--- config.mk ---
export PLATFORM = sky130hd
export DESIGN_NAME = slc3_datapath_p
export DESIGN_NICKNAME = d
export VERILOG_FILES = /design/src/rtl/slc3_datapath_p.sv
export SDC_FILE = /design/constraint.sdc
export NUM_CORES = 1
export LEC_CHECK = 0
export CORE_ASPECT_RATIO = 2
export CORE_MARGIN = 2
export CORE_UTILIZATION = 40
export DETAILED_ROUTE_END_ITERATION = 10
export PLACE_DENSITY = 0.65
export SETUP_SLACK_MARGIN = 0.1
export SYNTH_ARGS = -nofsm -noshare
export SYNTH_HDL_FRONTEND = slang
export SYNTH_SLANG_ARGS = --single-unit
--- constraint.sdc ---
create_clock -name clk -period 8 [get_ports clk]
set_clock_uncertainty 0.1 [all_clocks]
set_input_delay 1.6 -clock clk [delete_from_list [all_inputs] [get_ports clk]]
set_output_delay 1.6 -clock clk [all_outputs]
set_load 0.03 [all_outputs]
--- src/rtl/slc3_datapath_p.sv ---
// SLC-3 datapath with a WIDTH parameter, bus-contention flag and a memory
// request/ack FSM with timeout that owns MDR loads from memory.
module slc3_datapath_p #(
   parameter int               WIDTH       = 16,
   parameter logic [WIDTH-1:0] PC_RESET    = 'h3000,
   parameter int               MEM_TIMEOUT = 15
) (
   input  logic             clk,
   input  logic             reset,
   input  logic             gate_marmux,
   input  logic             gate_pc,
   input  logic             gate_alu,
   input  logic             gate_mdr,
   input  logic             ld_reg,
   input  logic             ld_ben,
   input  logic             ld_cc,
   input  logic             ld_ir,
   input  logic             ld_pc,
   input  logic             ld_mar,
   input  logic             ld_mdr,
   input  logic [1:0]       pcmux,
   input  logic             addr1mux,
   input  logic [1:0]       addr2mux,
   input  logic             drmux,
   input  logic             sr1mux,
   input  logic             sr2mux,
   input  logic [2:0]       aluk,
   input  logic             mem_start,
   input  logic             mem_we,
   input  logic             mem_ack,
   input  logic [WIDTH-1:0] mem_rdata,
   output logic             mem_req,
   output logic             mem_wr,
   output logic [WIDTH-1:0] mem_addr,
   output logic [WIDTH-1:0] mem_wdata,
   output logic             mem_done,
   output logic             mem_err,
   output logic [WIDTH-1:0] ir,
   output logic [WIDTH-1:0] pc,
   output logic [WIDTH-1:0] mar,
   output logic [WIDTH-1:0] mdr,
   output logic [2:0]       nzp,
   output logic             ben,
   output logic             bus_err
);

   localparam int CNT_W = $clog2(MEM_TIMEOUT + 1);

   typedef enum logic {IDLE, BUSY} state_t;

   state_t             state_q, state_d;
   logic [CNT_W-1:0]   cnt_q;
   logic [WIDTH-1:0]   ir_q, pc_q, mar_q, mdr_q;
   logic [WIDTH-1:0]   regs_q [8];
   logic [2:0]         nzp_q;
   logic               ben_q, bus_err_q;
   logic               mem_wr_q, mem_done_q, mem_err_q;
   logic [WIDTH-1:0]   mem_addr_q, mem_wdata_q;

   logic [WIDTH-1:0]   bus, alu_out, alu_b, sr1_val, sr2_val;
   logic [WIDTH-1:0]   addr1_val, addr2_val, marmux_val, pc_d;
   logic [WIDTH-1:0]   sext5, sext6, sext9, sext11;
   logic [2:0]         sr1_idx, dr_idx;
   logic               busy, timeout, ack_load, bus_conflict;
   logic               mem_done_d, mem_err_d;

   assign sext5  = {{(WIDTH-5){ir_q[4]}},   ir_q[4:0]};
   assign sext6  = {{(WIDTH-6){ir_q[5]}},   ir_q[5:0]};
   assign sext9  = {{(WIDTH-9){ir_q[8]}},   ir_q[8:0]};
   assign sext11 = {{(WIDTH-11){ir_q[10]}}, ir_q[10:0]};

   assign sr1_idx = sr1mux ? ir_q[8:6] : ir_q[11:9];
   assign dr_idx  = drmux  ? 3'd7      : ir_q[11:9];
   assign sr1_val = regs_q[sr1_idx];
   assign sr2_val = regs_q[ir_q[2:0]];
   assign alu_b   = sr2mux ? sext5 : sr2_val;

   assign addr1_val  = addr1mux ? sr1_val : pc_q;
   assign marmux_val = addr1_val + addr2_val;

   // NOTE: every signal assigned in always_comb gets a default first, so no path can infer a latch.
   always_comb begin
      addr2_val = '0;
      case (addr2mux)
         2'b01:   addr2_val = sext6;
         2'b10:   addr2_val = sext9;
         2'b11:   addr2_val = sext11;
         default: addr2_val = '0;
      endcase
   end

   always_comb begin
      alu_out = '0;
      case (aluk)
         3'b000:  alu_out = sr1_val + alu_b;
         3'b001:  alu_out = sr1_val & alu_b;
         3'b010:  alu_out = ~sr1_val;
         3'b011:  alu_out = sr1_val;
         3'b100:  alu_out = sr1_val ^ alu_b;
         3'b101:  alu_out = sr1_val << 1;
         3'b110:  alu_out = $signed(sr1_val) >>> 1;
         default: alu_out = alu_b;
      endcase
   end

   // Fixed priority keeps the bus defined even when the control FSM double-gates.
   always_comb begin
      bus = '0;
      if (gate_marmux)   bus = marmux_val;
      else if (gate_pc)  bus = pc_q;
      else if (gate_alu) bus = alu_out;
      else if (gate_mdr) bus = mdr_q;
   end

   assign bus_conflict = (gate_marmux & (gate_pc | gate_alu | gate_mdr)) |
                         (gate_pc & (gate_alu | gate_mdr)) | (gate_alu & gate_mdr);

   always_comb begin
      pc_d = pc_q;
      case (pcmux)
         2'b00:   pc_d = pc_q + WIDTH'(1);
         2'b01:   pc_d = marmux_val;
         2'b10:   pc_d = bus;
         default: pc_d = pc_q;
      endcase
   end

   // Memory FSM: state register, next state, outputs.
   always_ff @(posedge clk or posedge reset) begin
      if (reset) state_q <= IDLE;
      else       state_q <= state_d;
   end

   assign busy    = (state_q == BUSY);
   assign timeout = !mem_ack && (cnt_q == CNT_W'(MEM_TIMEOUT - 1));

   always_comb begin
      state_d = state_q;
      case (state_q)
         IDLE:    if (mem_start) state_d = BUSY;
         BUSY:    if (mem_ack || timeout) state_d = IDLE;
         default: state_d = IDLE;
      endcase
   end

   always_comb begin
      mem_req    = busy;
      mem_done_d = busy && (mem_ack || timeout);
      mem_err_d  = busy && timeout;
      ack_load   = busy && mem_ack && !mem_wr_q;
   end

   // NOTE: sequential state uses non-blocking assignments so every register samples pre-edge values.
   always_ff @(posedge clk or posedge reset) begin
      if (reset) begin
         cnt_q       <= '0;
         mem_wr_q    <= 1'b0;
         mem_addr_q  <= '0;
         mem_wdata_q <= '0;
         mem_done_q  <= 1'b0;
         mem_err_q   <= 1'b0;
      end else begin
         mem_done_q <= mem_done_d;
         mem_err_q  <= mem_err_d;
         if (!busy && mem_start) begin
            cnt_q       <= '0;
            mem_wr_q    <= mem_we;
            mem_addr_q  <= mar_q;
            mem_wdata_q <= mdr_q;
         end else if (busy && !mem_ack) begin
            cnt_q <= cnt_q + CNT_W'(1);
         end
      end
   end

   always_ff @(posedge clk or posedge reset) begin
      if (reset) begin
         ir_q      <= '0;
         pc_q      <= PC_RESET;
         mar_q     <= '0;
         mdr_q     <= '0;
         nzp_q     <= 3'b010;
         ben_q     <= 1'b0;
         bus_err_q <= 1'b0;
      end else begin
         if (ld_ir)  ir_q  <= bus;
         if (ld_pc)  pc_q  <= pc_d;
         if (ld_mar) mar_q <= bus;
         if (ack_load)    mdr_q <= mem_rdata;
         else if (ld_mdr) mdr_q <= bus;
         if (ld_cc) nzp_q <= {bus[WIDTH-1], bus == '0, !bus[WIDTH-1] && (bus != '0)};
         if (ld_ben) ben_q <= (ir_q[11] & nzp_q[2]) | (ir_q[10] & nzp_q[1]) | (ir_q[9] & nzp_q[0]);
         if (bus_conflict) bus_err_q <= 1'b1;
      end
   end

   // NOTE: the register file is architecturally cleared on reset, so this array is reset like flops.
   always_ff @(posedge clk or posedge reset) begin
      if (reset) begin
         for (int i = 0; i < 8; i++) regs_q[i] <= '0;
      end else if (ld_reg) begin
         regs_q[dr_idx] <= bus;
      end
   end

   assign mem_wr    = mem_wr_q;
   assign mem_addr  = mem_addr_q;
   assign mem_wdata = mem_wdata_q;
   assign mem_done  = mem_done_q;
   assign mem_err   = mem_err_q;
   assign ir        = ir_q;
   assign pc        = pc_q;
   assign mar       = mar_q;
   assign mdr       = mdr_q;
   assign nzp       = nzp_q;
   assign ben       = ben_q;
   assign bus_err   = bus_err_q;

endmodule

### Word-level counts from Yosys, hierarchy flattened

Cells that the tools add are included.

| storage, ports and cells | value |
|---|---|
| bits in registers | 237 |
| bits in latches | 0 |
| RAM bits | 0 |
| bits in read-only memories | 0 |
| input port bits | 43 |
| logic and storage cells | 111 |
| memories kept | 0 |

| cells by class | value |
|---|---|
| add/subtract/negate cells | 4 |
| multiply operators | 0 |
| div/mod/pow operators | 0 |
| order comparisons | 4 |
| eq/ne operators | 12 |
| shift-type cells | 0 |
| muxes and demuxes | 27 |
| bitwise gates (word level) | 20 |
| reductions and logical operators | 22 |

Operators with widths:

| kind | count |
|---|---|
| 16-bit two-way mux | 13 |
| 128-bit bitwise mux | 1 |
| 16-bit one-hot mux with 7 select lines | 1 |
| 16-bit binary-select mux with 3-bit select | 2 |
| 16-bit one-hot mux with 3 select lines | 2 |
| 16-bit demux with 3-bit select | 1 |
| 16-bit adder | 2 |
| 16-bit by 1-bit adder with 16-bit output (second input constant) | 1 |
| 16-bit bitwise AND | 1 |
| 16-bit zero test | 1 |
| 16-bit NOT | 1 |
| 16-bit nonzero test | 1 |
| 16-bit bitwise XOR | 1 |
| 4-bit >= comparator (second input constant) | 3 |
| 3-bit NOT with 4-bit output | 3 |
| 3-bit equality test (second input constant) | 3 |
| 1-bit logical AND | 9 |
| 4-bit two-way mux | 2 |
| 1-bit OR | 7 |
| 1-bit bitwise AND | 6 |
| 2-bit equality test (second input constant) | 3 |
| 3-bit by 2-bit equality test with 1-bit output (second input constant) | 2 |
| 3-bit two-way mux | 2 |
| 4-bit by 1-bit adder with 4-bit output (second input constant) | 1 |
| other kinds (14) | 20 |

### Longest topological paths before layout

| depth | value |
|---|---|
| depth after elaboration | 12 |
| mapped depth | 23 |

### Least setup slack after synthesis

Ideal clock, no wire load.

| timing | value |
|---|---|
| path kind | input port to flip-flop |
| start point | input sr1mux |
| end point | register nzp_q[0] (netlist: nzp[0]) |
| setup time | 119 ps |
| arrival | 5773 ps |
| data required time | 7781 ps |
| setup slack | 2008 ps |
| stages on the path | 17 |
| path buffers | 1 |
| path through | buf_6 mux2i_4 mux4_2 and2_1 a31oi_4 inv_1 ha_1 o211a_1 a2111oi_0 o31ai_1 a221oi_1 a21oi_1 xor2_1 a211oi_1 o32a_2 mux2_2 o21a_1 |

| on the way | value |
|---|---|
| cells in the longest elaborated chain, start to end | 12 |

Ends and longest elaborated chain:

| element | line | RTL |
|---|---|---|
| start, declared | 25 | `input logic sr1mux,` |
| 3-bit two-way mux * | 72 | `assign sr1_idx = sr1mux ? ir_q[8:6] : ir_q[11:9];` |
| 3-bit NOT with 4-bit output (not written as such) * | 74 | `assign sr1_val = regs_q[sr1_idx];` |
| 16-bit binary-select mux with 3-bit select * | 74 |  |
| 16-bit two-way mux (not written as such) * (2 in series) | 74 |  |
| 16-bit adder, or another cell as far along | 95 | `3'b000: alu_out = sr1_val + alu_b;` |
| 16-bit one-hot mux with 7 select lines | 94 | `case (aluk)` |
| 16-bit two-way mux | 111 | `else if (gate_alu) bus = alu_out;` |
| 16-bit two-way mux | 110 | `else if (gate_pc) bus = pc_q;` |
| 16-bit two-way mux * | 109 | `if (gate_marmux) bus = marmux_val;` |
| 16-bit nonzero test or 1-bit zero test (tied branches) | 191 | `if (ld_cc) nzp_q <= {bus[WIDTH-1], bus == '0, !bus[WIDTH-1] && (bus != '0)};` |
| 1-bit logical AND * | 191 |  |
| end signal, assigned | 191 |  |
| end, declared | 55 | `logic [2:0] nzp_q;` |

Mark *: on every way between the ends. The rest lies on a longest branch, timed or not. The select of a mux whose other input is x is not followed.
A chain may end at the register's enable or synchronous reset.

### Worst setup path in the final report

Same ends and word-level chain as after synthesis.

==> run metrics <==
CP Capture Type flip-flop; R2R Setup Slk 2.24 ns; DR DRC count 0; most frequent cell after synthesis nand2_1; Die Span X 142 microns; first-pass GRT wire length 92900 microns; Routed WL 62700 microns; vias 14500; Synth Warn # 0; Layout fillers 3554; DR vias/cell 6.20; Initial Util 40.3%; worst hold stages 2; # Post-CTS Setup Buffers 0; CTS max path bufs 3; RR Startpoint ir[1]; largest net degree at the start of global routing 73; main area contributors after synthesis dfrtp_1 (38%), nand2_1 (7.4%), mux4_2 (5.5%); Max Freq 141 MHz; crit path launch type input pin; worst reg2reg path endpoint nzp[1]; crit path cell chain clkdlybuf4s50_1 > buf_4 > mux2i_4 > buf_12 > nor2_1 > nand3_1 > nand4_1 > inv_1 > ha_1 > inv_1 > fa_1 > nor2b_1 > o2111ai_1 > a2111oi_0 > buf_4 > nor3_1 > xor2_1 > o221ai_1 > a211oi_2 > and4_1 > nand4_1 > buf_4 > o21a_1; Comb pwr share 62.7%; worst r2r path cells 17; Int Power 4790 uW; fin cells 2341; RSZ-0062 raised after global routing false; design area 18100 sq um; MaxCap Viol Count 0; Placement Rows 101; Sink Count 237; DPL Wire Length 48000 microns; H-tree levels 1; Final TNS setup 0 ns; Mapped Nets 1831; Cells after DPL 2300; met3 wire length 3270 microns; final hold violations 0; slowest CP cell clkdlybuf4s50_1; Slew @ Worst Pin 1.25 ns; Worst-path clk slew 0.07 ns; layout cell share with drive strength beyond 1 11.9%; cts bufs inserted 23; Post-layout nets 1944; status finished, final reports clean; register area share after synthesis 39.0%; slowest cell delay on critical path 0.84 ns; crit-path leading delay family buffers and inverters; Synth area leader dfrtp_1; power per cell area 536 nW/um^2; multi-input logic area 8550 sq um; Final Setup Violations 0; asr flop ratio synth 100%; Setup CP Type input pin to flip-flop; CP bufs+invs 7; Initial DRC Count 1072; hold path start mem_wdata[1]; Critical Path Fanout Max 21; crit share post-route 88.9%; max-slew violation count 0; Final Hold Slack 0.372 ns; die height 280 microns; Critical Path Most Common Cell buf_4; Most used DFF post-synth dfrtp_1; hold-critical path endpoint mem_wdata[1]; clk root buf clkbuf_16; DR WL met2 33100 microns; Ports 148; Static Leak 0.00775 uW; fin crit period 7.11 ns; number of synthesized flops with an enable pin 0; Synth top area share 38.5%; Clock Latency Late Sink 0.56 ns; GP Congestion 1.00; top sig layer met4; list of most frequent post-synthesis cells nand2_1 (300), dfrtp_1 (234), nor2_1 (162); CTS tree built; Tightest Hold Check Type flip-flop to flip-flop; DRT Pass-1 Iters 6; synthesized area 15200 sq um; CTS resizes 0; vias in the first global route 14800; die area 39700 sq um; clock share of power 12.1%; post-synthesis cell type count 82; post-synthesis register bit count 237; drt wl/cell 26.8 microns; WP data required 8.33 ns; Post-Syn Instances 1749; core region area 37800 sq um; arrival time at the worst endpoint 7.45 ns; Psw 4920 uW; Layout area overhead 19.0%; storage element area 5940 sq um; Port Buf Inserts 147; wl on met1 20200 microns; Syn Area/Cell 8.70 sq um; GR Overflow Total 0; Final ANT Viol Nets 0; Slew HR 16.0%; setup ws final 0.886 ns; Max IR drop VDD 0.204 mV; placed instance area 17300 sq um; Flop pwr share 25.3%; initial antenna violation count 2; Post-CTS Hold Buffers 0; GR Util All Layers 31.5%; Net Sw Frac 50.6%; Place WS 0.498 ns
worst min-delay path, delay by kind of cell, from the launching register on:
family	cells	cell delay, ns
DFF	1	0.34
and+or+nand+nor	2	0.10
worst max path at each step:
stage               startpoint     end  slack [ns]  cells past startpoint
finish                  sr1mux  nzp[0]        0.89                     23
floorplan               sr1mux  nzp[0]        2.01                     17
CTS                     sr1mux  nzp[0]        1.04                     23
global route            sr1mux  nzp[1]        0.66                     20
detailed placement      sr1mux  nzp[0]        0.50                     23
global placement        sr1mux  nzp[0]        0.53                     23
power groups by stage:
stage	Clock [uW]	Sequential, uW	Combinational (uW)
finish	1170	2450	6080
global placement	0	2420	5930
CTS	1190	2430	5990
floorplan	0	2550	3470
global route	1230	2500	6470
detailed placement	0	2450	5970
cell type report:
type | instances | share of cell area (%)
multi-input cells | 1328 | 47.2
inverters | 51 | 1.08
clock inverters | 7 | 0.732
diodes | 1 | 0.0138
well taps | 463 | 3.20
clock buffers | 33 | 3.66
flip-flops and latches | 237 | 32.8
repair buffers | 221 | 11.3
cell families after synthesis:
logic type / Yosys count / share of synthesized area, %
compound gates: 531 / 22.4
flops: 237 / 39.0
buf+inv: 184 / 5.02
mux: 104 / 10.7
xor+xnor: 32 / 1.84
fa+ha+maj: 40 / 3.37
simple gates: 621 / 17.7
registers in the layout (all words and copies together), names as in the netlist:
| name | flops |
|---|---|
| regs_q | 128 |
| mem_wdata | 16 |
| nzp | 3 |
| mem_done | 1 |
| ben | 1 |
| cnt_q | 4 |
| ir | 16 |
| pc | 16 |
| mdr | 16 |
| mar | 16 |
| mem_err | 1 |
| bus_err | 1 |
| mem_addr | 16 |
| mem_wr | 1 |
| mem_req | 1 |
placed cells by master, fill, tap and decap left out, types with 18 or more instances in the layout:
cell,n
nand2_1,300
dfrtp_1,233
nor2_1,160
o21ai_0,155
clkdlybuf4s50_1,147
a21oi_1,138
buf_4,72
inv_1,47
nand3_1,39
mux4_2,37
ha_1,37
mux2_2,36
nor2b_1,32
a211oi_1,30
mux2i_1,25
xnor2_1,23
clkbuf_16,23
nand2b_1,21
o22ai_1,21
nor3_1,18
metal layers:
metal,vias up,global-route usage (%)
li1,6504,-
met1,7063,30.4
met5,-,0
met2,698,58.3
met3,238,4.05
met4,0,26.5
metrics by stage:
step	total power [uW]	utilization [%]
2_1_floorplan	6030	-
3_3_place_gp	8350	45.8
3_5_place_dp	8420	45.8
4_1_cts	9610	47.9
5_1_grt	10200	47.9
6_report	9710	47.9
No activity file was read; power rests on OpenSTA's default activity.
